--- src/rtl/uc_multiciclo.sv ---
// ---------------------------------------------------------------------------
// uc_multiciclo -- multicycle control unit for a small RISC-V style datapath.
//
// Purpose
//   Sequences each instruction through FETCH, DECODE, EXEC, MEM and WB and
//   produces the datapath control strobes for every cycle. The opcode is
//   classified once, in DECODE, into an internal class register. All later
//   states decode from that register, so the instruction register may change
//   freely after DECODE.
//
// Ports
//   clk        in   1         rising-edge clock
//   rst        in   1         synchronous active-high reset
//   opcode     in   7         opcode field of the datapath instruction register
//   alu_flags  in   4         bit0 zero, bit1 MSB, bit2 overflow, bit3 unused
//   d_mem_we   out  1         data-memory write strobe (MEM of a store only)
//   rf_we      out  1         register-file write strobe (WB only)
//   alu_cmd    out  4         format class: R=0 I=1 S=2 SB=3 U=4 UJ=5
//   alu_src    out  1         ALU operand B: 0 register file, 1 immediate
//   pc_src     out  1         next PC: 0 PC+4, 1 PC+imm
//   rf_src     out  1         register write-back data: 0 ALU, 1 data memory
//   state      out  3         current FSM state code
//   retired    out  CNT_BITS  completed-instruction count, wraps to 0
//   halt       out  1         sticky illegal-instruction trap indicator
//
// Parameters
//   CNT_BITS   width of the retired-instruction counter (default 16)
//
// Build option
//   UC_ILLEGAL_TRAP_EN  when defined, an illegal opcode sends the FSM to HALT
//                       and sets halt until the next reset. When undefined,
//                       an illegal opcode is dropped (DECODE -> FETCH), halt
//                       is tied to 0 and the HALT state is never entered.
//
// State sequences per class
//   R, I-alu, U, UJ : FETCH DECODE EXEC WB        (4 cycles)
//   load            : FETCH DECODE EXEC MEM WB    (5 cycles)
//   store (S)       : FETCH DECODE EXEC MEM       (4 cycles)
//   branch (SB)     : FETCH DECODE EXEC           (3 cycles)
//   illegal         : FETCH DECODE, then FETCH or HALT
// ---------------------------------------------------------------------------
module uc_multiciclo #(
    parameter int CNT_BITS = 16
) (
    input  logic                clk,
    input  logic                rst,
    input  logic [6:0]          opcode,
    input  logic [3:0]          alu_flags,
    output logic                d_mem_we,
    output logic                rf_we,
    output logic [3:0]          alu_cmd,
    output logic                alu_src,
    output logic                pc_src,
    output logic                rf_src,
    output logic [2:0]          state,
    output logic [CNT_BITS-1:0] retired,
    output logic                halt
);

    // -----------------------------------------------------------------------
    // FSM state codes
    // -----------------------------------------------------------------------
    localparam logic [2:0] ST_FETCH  = 3'd0;
    localparam logic [2:0] ST_DECODE = 3'd1;
    localparam logic [2:0] ST_EXEC   = 3'd2;
    localparam logic [2:0] ST_MEM    = 3'd3;
    localparam logic [2:0] ST_WB     = 3'd4;
    localparam logic [2:0] ST_HALT   = 3'd5;

    // -----------------------------------------------------------------------
    // Internal instruction classes. Loads and I-alu share the I format on
    // alu_cmd but take different paths through the FSM, so they get separate
    // codes here.
    // -----------------------------------------------------------------------
    localparam logic [2:0] CLS_R   = 3'd0;
    localparam logic [2:0] CLS_I   = 3'd1;
    localparam logic [2:0] CLS_LD  = 3'd2;
    localparam logic [2:0] CLS_S   = 3'd3;
    localparam logic [2:0] CLS_SB  = 3'd4;
    localparam logic [2:0] CLS_U   = 3'd5;
    localparam logic [2:0] CLS_UJ  = 3'd6;
    localparam logic [2:0] CLS_ILL = 3'd7;

    // alu_cmd format codes
    localparam logic [3:0] CMD_R  = 4'b0000;
    localparam logic [3:0] CMD_I  = 4'b0001;
    localparam logic [3:0] CMD_S  = 4'b0010;
    localparam logic [3:0] CMD_SB = 4'b0011;
    localparam logic [3:0] CMD_U  = 4'b0100;
    localparam logic [3:0] CMD_UJ = 4'b0101;

    // -----------------------------------------------------------------------
    // Decode helpers
    // -----------------------------------------------------------------------
    function automatic logic [2:0] classify(input logic [6:0] op);
        logic [2:0] cls;
        case (op)
            7'b0110011: cls = CLS_R;
            7'b0010011: cls = CLS_I;
            7'b0000011: cls = CLS_LD;
            7'b0100011: cls = CLS_S;
            7'b1100011: cls = CLS_SB;
            7'b0110111: cls = CLS_U;
            7'b1101111: cls = CLS_UJ;
            default:    cls = CLS_ILL;
        endcase
        return cls;
    endfunction

    function automatic logic [3:0] class_cmd(input logic [2:0] cls);
        logic [3:0] cmd;
        case (cls)
            CLS_R:   cmd = CMD_R;
            CLS_I:   cmd = CMD_I;
            CLS_LD:  cmd = CMD_I;
            CLS_S:   cmd = CMD_S;
            CLS_SB:  cmd = CMD_SB;
            CLS_U:   cmd = CMD_U;
            CLS_UJ:  cmd = CMD_UJ;
            default: cmd = CMD_R;
        endcase
        return cmd;
    endfunction

    // Classes whose second ALU operand is the immediate.
    function automatic logic class_imm(input logic [2:0] cls);
        return (cls == CLS_I) || (cls == CLS_LD) || (cls == CLS_S) ||
               (cls == CLS_U);
    endfunction

    // -----------------------------------------------------------------------
    // Registers
    // -----------------------------------------------------------------------
    logic [2:0]          state_q,   state_d;
    logic [2:0]          cls_q,     cls_d;
    logic [CNT_BITS-1:0] retired_q, retired_d;
    logic [2:0]          dec_cls;
    logic                retire;

    // Only the zero flag steers control; the other flags are carried for
    // the datapath's benefit and intentionally ignored here.
    logic                unused_flags;
    assign unused_flags = ^alu_flags[3:1];

    assign dec_cls = classify(opcode);

`ifdef UC_ILLEGAL_TRAP_EN
    logic halt_q, halt_d;
`endif

    // -----------------------------------------------------------------------
    // Next-state logic. "retire" marks the edge that leaves the final state
    // of a legal instruction; the counter bumps on exactly that edge.
    // -----------------------------------------------------------------------
    always_comb begin
        state_d   = state_q;
        cls_d     = cls_q;
        retire    = 1'b0;
`ifdef UC_ILLEGAL_TRAP_EN
        halt_d    = halt_q;
`endif

        case (state_q)
            ST_FETCH: begin
                state_d = ST_DECODE;
            end

            ST_DECODE: begin
                cls_d = dec_cls;
                if (dec_cls == CLS_ILL) begin
`ifdef UC_ILLEGAL_TRAP_EN
                    state_d = ST_HALT;
                    halt_d  = 1'b1;
`else
                    state_d = ST_FETCH;
`endif
                end else begin
                    state_d = ST_EXEC;
                end
            end

            ST_EXEC: begin
                case (cls_q)
                    CLS_LD, CLS_S: state_d = ST_MEM;
                    CLS_SB: begin
                        state_d = ST_FETCH;
                        retire  = 1'b1;
                    end
                    // An illegal class never reaches EXEC; recover quietly.
                    CLS_ILL:       state_d = ST_FETCH;
                    default:       state_d = ST_WB;
                endcase
            end

            ST_MEM: begin
                if (cls_q == CLS_LD) begin
                    state_d = ST_WB;
                end else begin
                    // Store completes in MEM.
                    state_d = ST_FETCH;
                    retire  = 1'b1;
                end
            end

            ST_WB: begin
                state_d = ST_FETCH;
                retire  = 1'b1;
            end

            ST_HALT: begin
`ifdef UC_ILLEGAL_TRAP_EN
                // Parked until reset.
                state_d = ST_HALT;
`else
                state_d = ST_FETCH;
`endif
            end

            default: begin
                state_d = ST_FETCH;
            end
        endcase

        retired_d = retire ? (retired_q + CNT_BITS'(1)) : retired_q;
    end

    // -----------------------------------------------------------------------
    // State registers with synchronous reset. Reset aborts any instruction in
    // flight: the retire pulse for it is discarded along with the state.
    // -----------------------------------------------------------------------
    always_ff @(posedge clk) begin
        if (rst) begin
            state_q   <= ST_FETCH;
            cls_q     <= CLS_R;
            retired_q <= '0;
        end else begin
            state_q   <= state_d;
            cls_q     <= cls_d;
            retired_q <= retired_d;
        end
    end

`ifdef UC_ILLEGAL_TRAP_EN
    always_ff @(posedge clk) begin
        if (rst) begin
            halt_q <= 1'b0;
        end else begin
            halt_q <= halt_d;
        end
    end
`endif

    // -----------------------------------------------------------------------
    // Control outputs. Moore-style on (state, class) except pc_src in EXEC of
    // a branch, which follows the live zero flag. Everything is forced low
    // while rst is high so a reset landing mid-instruction cannot let a
    // strobe through in the cycle before the state register clears.
    // -----------------------------------------------------------------------
    always_comb begin
        d_mem_we = 1'b0;
        rf_we    = 1'b0;
        alu_cmd  = CMD_R;
        alu_src  = 1'b0;
        pc_src   = 1'b0;
        rf_src   = 1'b0;

        if (!rst && (cls_q != CLS_ILL)) begin
            case (state_q)
                ST_EXEC: begin
                    alu_cmd = class_cmd(cls_q);
                    alu_src = class_imm(cls_q);
                    pc_src  = ((cls_q == CLS_SB) && alu_flags[0]) ||
                              (cls_q == CLS_UJ);
                end

                ST_MEM: begin
                    alu_cmd  = class_cmd(cls_q);
                    alu_src  = class_imm(cls_q);
                    d_mem_we = (cls_q == CLS_S);
                    rf_src   = (cls_q == CLS_LD);
                end

                ST_WB: begin
                    alu_cmd = class_cmd(cls_q);
                    alu_src = class_imm(cls_q);
                    rf_we   = 1'b1;
                    rf_src  = (cls_q == CLS_LD);
                    pc_src  = (cls_q == CLS_UJ);
                end

                default: begin
                    // FETCH, DECODE and HALT drive nothing.
                end
            endcase
        end
    end

    assign state   = state_q;
    assign retired = retired_q;

`ifdef UC_ILLEGAL_TRAP_EN
    assign halt = halt_q;
`else
    assign halt = 1'b0;
`endif

endmodule

--- config.mk ---
export PLATFORM = sky130hd
export DESIGN_NAME = uc_multiciclo
export DESIGN_NICKNAME = d
export VERILOG_FILES = /design/src/rtl/uc_multiciclo.sv
export SDC_FILE = /design/constraint.sdc
export NUM_CORES = 1
export LEC_CHECK = 0
export CORE_MARGIN = 1
export CORE_UTILIZATION = 30
export CTS_BUF_LIST = sky130_fd_sc_hd__clkbuf_4 sky130_fd_sc_hd__clkbuf_8 sky130_fd_sc_hd__clkbuf_16
export CTS_CLUSTER_DIAMETER = 80
export DETAILED_ROUTE_END_ITERATION = 8
export MAX_ROUTING_LAYER = met4
export PLACE_DENSITY = 0.58
export SYNTH_ARGS = -nofsm -noshare
export SYNTH_HDL_FRONTEND = slang
export SYNTH_SLANG_ARGS = --single-unit
--- constraint.sdc ---
create_clock -name clk -period 4.4 [get_ports clk]
set_clock_uncertainty 0.05 [all_clocks]
set_input_delay 0.88 -clock clk [delete_from_list [all_inputs] [get_ports clk]]
set_output_delay 0.88 -clock clk [all_outputs]
set_load 0.02 [all_outputs]
* After elaboration in Yosys (flattened, before gate mapping) *
Cells that the tools add are included.

storage, ports and cells
  flip-flop bits (word level) = 22
  bits in latches = 0
  bits in writable memories = 0
  memory bits (read-only) = 0
  input bits = 13
  output and inout port bits = 29
  logic and storage cells = 58
  memories = 0

operators by class
  add/subtract/negate cells = 1
  multipliers = 0
  div/mod/pow operators = 0
  order comparisons = 0
  eq/ne operators = 20
  shifts and indexed selects = 0
  multiplexer cells = 21
  bitwise operators = 0
  reduce and logical (&&, ||, !) cells = 13

operators with widths
  kind                                                              number
  7-bit by 6-bit == test with 1-bit output (second input constant)  3
  3-bit one-hot mux with 7 select lines                             1
  3-bit == test (second input constant)                             6
  16-bit by 1-bit adder with 16-bit output (second input constant)  1
  3-bit one-hot mux with 5 select lines                             1
  7-bit == test (second input constant)                             2
  3-bit by 2-bit == test with 1-bit output (second input constant)  4
  3-bit one-hot mux with 4 select lines                             1
  1-bit two-way mux                                                 11
  3-bit two-way mux                                                 3
  2-bit OR reduction                                                4
  7-bit by 2-bit == test with 1-bit output (second input constant)  1
  7-bit by 5-bit == test with 1-bit output (second input constant)  1
  3-bit by 1-bit == test with 1-bit output (second input constant)  2
  3-bit one-hot mux with 2 select lines                             1
  1-bit logical OR                                                  4
  3-bit zero test                                                   1
  3-bit inequality test (second input constant)                     1
  1-bit one-hot mux with 3 select lines                             1
  3-bit OR reduction                                                1
  1-bit logical AND                                                 2
  2-bit two-way mux                                                 1
  1-bit one-hot mux with 2 select lines                             1
  1-bit zero test                                                   1

* Longest topological paths before layout *
  word-level depth = 6
  depth in mapped cells = 6
  gate-level depth less buffers = 6

* Worst setup path before layout *
Ideal clock, no wire load.

  kind = register -> output
  start = reg state_q[1], in the netlist state[1]
  end = out rf_src
  arrival = 2.097 ns
  required time = 3.470 ns
  slack = 1.373 ns
  cell stages (with the launch flop) = 5
  path buffers = 1
  cells stage by stage = dfxtp_1 nor2b_1 buf_4 nand2_1 a2111oi_0

between the ends
  word-level cells in the longest chain between the ends = 4
  elaborated cells between the ends (all ways) = 5
  those cells by class = eq/ne (2); mux (2); reduce/logical (1)

RTL lines
  element                                                                           line  text
  start: declaration                                                                134   logic [2:0] state_q, state_d;
  start signal: assignment                                                          237   state_q <= state_d;
  3-bit == test / 3-bit by 2-bit == test with 1-bit output (equally long branches)  268   case (state_q)
  2-bit OR reduction (no line) (*)                                                  --
  1-bit two-way mux (*)                                                             --
  1-bit two-way mux (*)                                                             267   if (!rst && (cls_q != CLS_ILL)) begin
  end: declaration                                                                  54    output logic rf_src,

Mark *: on every way between the ends. The rest lies on a longest branch, timed or not.

* Final worst setup path *
  start = in rst
  end = out rf_src

between the ends
  word-level cells in the longest chain between the ends = 3

RTL lines
  element             line  text
  start: declaration  46    input logic rst,
  1-bit zero test     267
  1-bit logical AND   267
  1-bit two-way mux   267

Every way passes these cells.

==> metrics.csv <==
metric;value;unit
fin worst setup slack;0.977;ns
DP Cell Count;249;
Syn-to-layout area delta;33.1;%
met2 usage;19.1;%
Sw Share;23.0;%
Seq cells post-synth;22;
Worst Hold Depth;2;
DP Worst Slack;1.00;ns
worst vdd ir;0.0000969;V
final core utilization;41.9;%
post-route design area;0.00185;sq mm
CTS root buffer;clkbuf_8;
Ant. Diodes;0;
outcome;finished, final reports clean;
Final nets;216;
die width;70.0;microns
r2r endpoint;retired[13];
syn avg cell area;8.22;sq um
Async SR Flop Fraction;0;%
clock sinks;22;
YS warnings;0;
Starting Density;31.5;%
CTS clk-pin slew, worst paths;0.08;ns
hold crit path type;register to register;
maximum fanout along the worst path;5;
antenna violations before repair;0;
Pwr per Cell Area;244;mW/mm^2
Worst Hold Path EP;retired[15];
Post-synth EDFFs;0;
first-pass GRT wire length;5560;microns
H-Tree Level Count;1;
die height;70.0;microns
Worst Tran Pin Value;0.565;ns
Layout Cells excl Fill;253;
sequential element share of the synthesized area;31.7;%
unique cell type count in the Yosys netlist;42;
Skew-Pair Late Insertion Delay;0.26;ns
Reg power frac;47.7;%
Req. time, crit path;3.47;ns
Iter 0 DRT Violations;63;
clock buffer depth;2;
hold_buf cts;0;
CTS Buf Count;3;
max-slew violations;0;
Comb pwr share;10.4;%
synth top area cells;dfxtp_1 32%, xnor2_1 10%, nor2_1 7.6%;
met3 Use GR;2.02;%
Synth area leader;dfxtp_1;
Fmax;292;MHz
worst r2r src;state[0];
met1 Usage GRT;21.2;%
CP endpoint kind;primary output;
grt peak-use layer;met1;
routed vias/inst;5.01;
Setup TNS;0;ns
Placer Congestion;0.755;
core area;0.00441;sq mm
# DRC;0;
port bufs;36;
Final ANT Viol Nets;0;
Final HPWL DP;2260;microns
clock network fraction of total power;41.9;%
largest net degree at the start of global routing;23;
max-cap viol count;0;
WL final;3190;microns
Hold Path Origin;retired[15];
ys flop type;dfxtp_1;
share of the synthesized area in the top cell type;31.7;%
Setup Buffers After CTS;0;
total power;0.451;mW
crit path time final;3.42;ns
Internal;0.347;mW
Post-CTS Resized;0;
Synth top cells by count;28 x nor2_1, 22 x dfxtp_1, 16 x xnor2_1;
WL per Instance;12.6;microns
vias;1268;
Cell Area, Synth;0.00139;sq mm
leakage power;0.580;nW
Tcrit/Tclk final;77.8;%
P_sw;0.104;mW
count leader, synth;nor2_1;
I/O pin cnt;42;
WHS;0.486;ns
Total GRT Usage;14.1;%
die area;0.00491;sq mm
grt total ovfl;0;
reg2reg path depth;5;
crit path DAT;2.49;ns
FP Rows;24;
CTS tree;built;
Max-slew headroom;62.3;%
Pre-antenna DRT Iters;4;
share of cells above drive strength 1;6.47;%
vias in the first global route;1139;
Critical Path Source Type;input port;
WS Path Type;input port to primary output;
final hold viol count;0;
# setup viols final;0;
Synth Instances;169;
RSZ-0062 raised after global routing;no;
Placed Area;0.00178;sq mm
flop2flop setup slack;2.42;ns
routing by layer:
| layer | part of all wire [%] | up-vias |
|---|---|---|
| met5 | 0 | - |
| met4 | 0.81 | 0 |
| met3 | 2.9 | 2 |
| met2 | 43 | 25 |
| met1 | 54 | 581 |
| li1 | - | 660 |
power by group through the flow:
| stage | Combinational, mW | Clock, mW | Sequential (mW) |
|---|---|---|---|
| 2_1_floorplan | 0.0369 | 0 | 0.213 |
| 3_3_place_gp | 0.0462 | 0 | 0.219 |
| 3_5_place_dp | 0.0468 | 0 | 0.220 |
| 4_1_cts | 0.0469 | 0.197 | 0.215 |
| 5_1_grt | 0.0521 | 0.205 | 0.216 |
| 6_report | 0.0468 | 0.189 | 0.215 |
critical path: stages:
cell	delay [ns]
clkdlybuf4s50_1	0.48
a2111oi_0	0.43
clkdlybuf4s50_1	0.70
how the worst max path moves through the flow:
| stage | cells past startpoint | slack, ns | to | from |
|---|---|---|---|---|
| 6_report | 3 | 0.98 | rf_src | rst |
| 5_1_grt | 3 | 0.79 | rf_src | rst |
| 4_1_cts | 3 | 0.98 | rf_src | rst |
| 3_5_place_dp | 3 | 1.00 | rf_src | rst |
| 3_3_place_gp | 3 | 0.98 | rf_src | rst |
| 2_1_floorplan | 4 | 1.37 | rf_src | state[1] |
flip-flops by register name, indices dropped and copies added, names as in the netlist:
name,flops
cls_q,3
retired,16
state,3
cell families after synthesis:
family / after synthesis / share of synthesized area, %
AOI/OAI and AO/OA: 33 / 19.3
DFF: 22 / 31.7
buffers and inverters: 16 / 5.41
xor gates and xnor gates: 17 / 10.7
muxes: 1 / 0.721
and+or+nand+nor: 78 / 31.0
adders and majority gates: 1 / 0.901
other: 1 / 0.270
cell type report:
| type | count | area, sq um |
|---|---|---|
| Tap cell | 52 | 65.1 |
| Timing Repair Buffer | 38 | 375 |
| Fill cell | 462 | 2570 |
| Inverter | 5 | 18.8 |
| Multi-Input combinational cell | 132 | 877 |
| Clock buffer | 3 | 41.3 |
| Sequential cell | 22 | 440 |
| Clock inverter | 1 | 30.0 |
layout by cell type (no fill, tap or decap), types with 2 or more instances in the layout:
master / count
a2111oi_0: 2
a2111oi_4: 2
a211oi_1: 5
a21oi_1: 12
a31oi_1: 2
and2_1: 2
and3_1: 3
and3b_1: 2
and4_1: 2
buf_4: 2
clkbuf_8: 3
clkdlybuf4s50_1: 36
conb_1: 2
dfxtp_1: 22
inv_1: 5
nand2_1: 6
nand2b_1: 4
nand3_1: 10
nor2_1: 28
nor2b_1: 3
nor3_1: 5
nor3b_1: 3
nor3b_2: 2
nor4_1: 2
o21ai_0: 3
o21bai_1: 2
xnor2_1: 16
(Power assumes the default switching activity.)
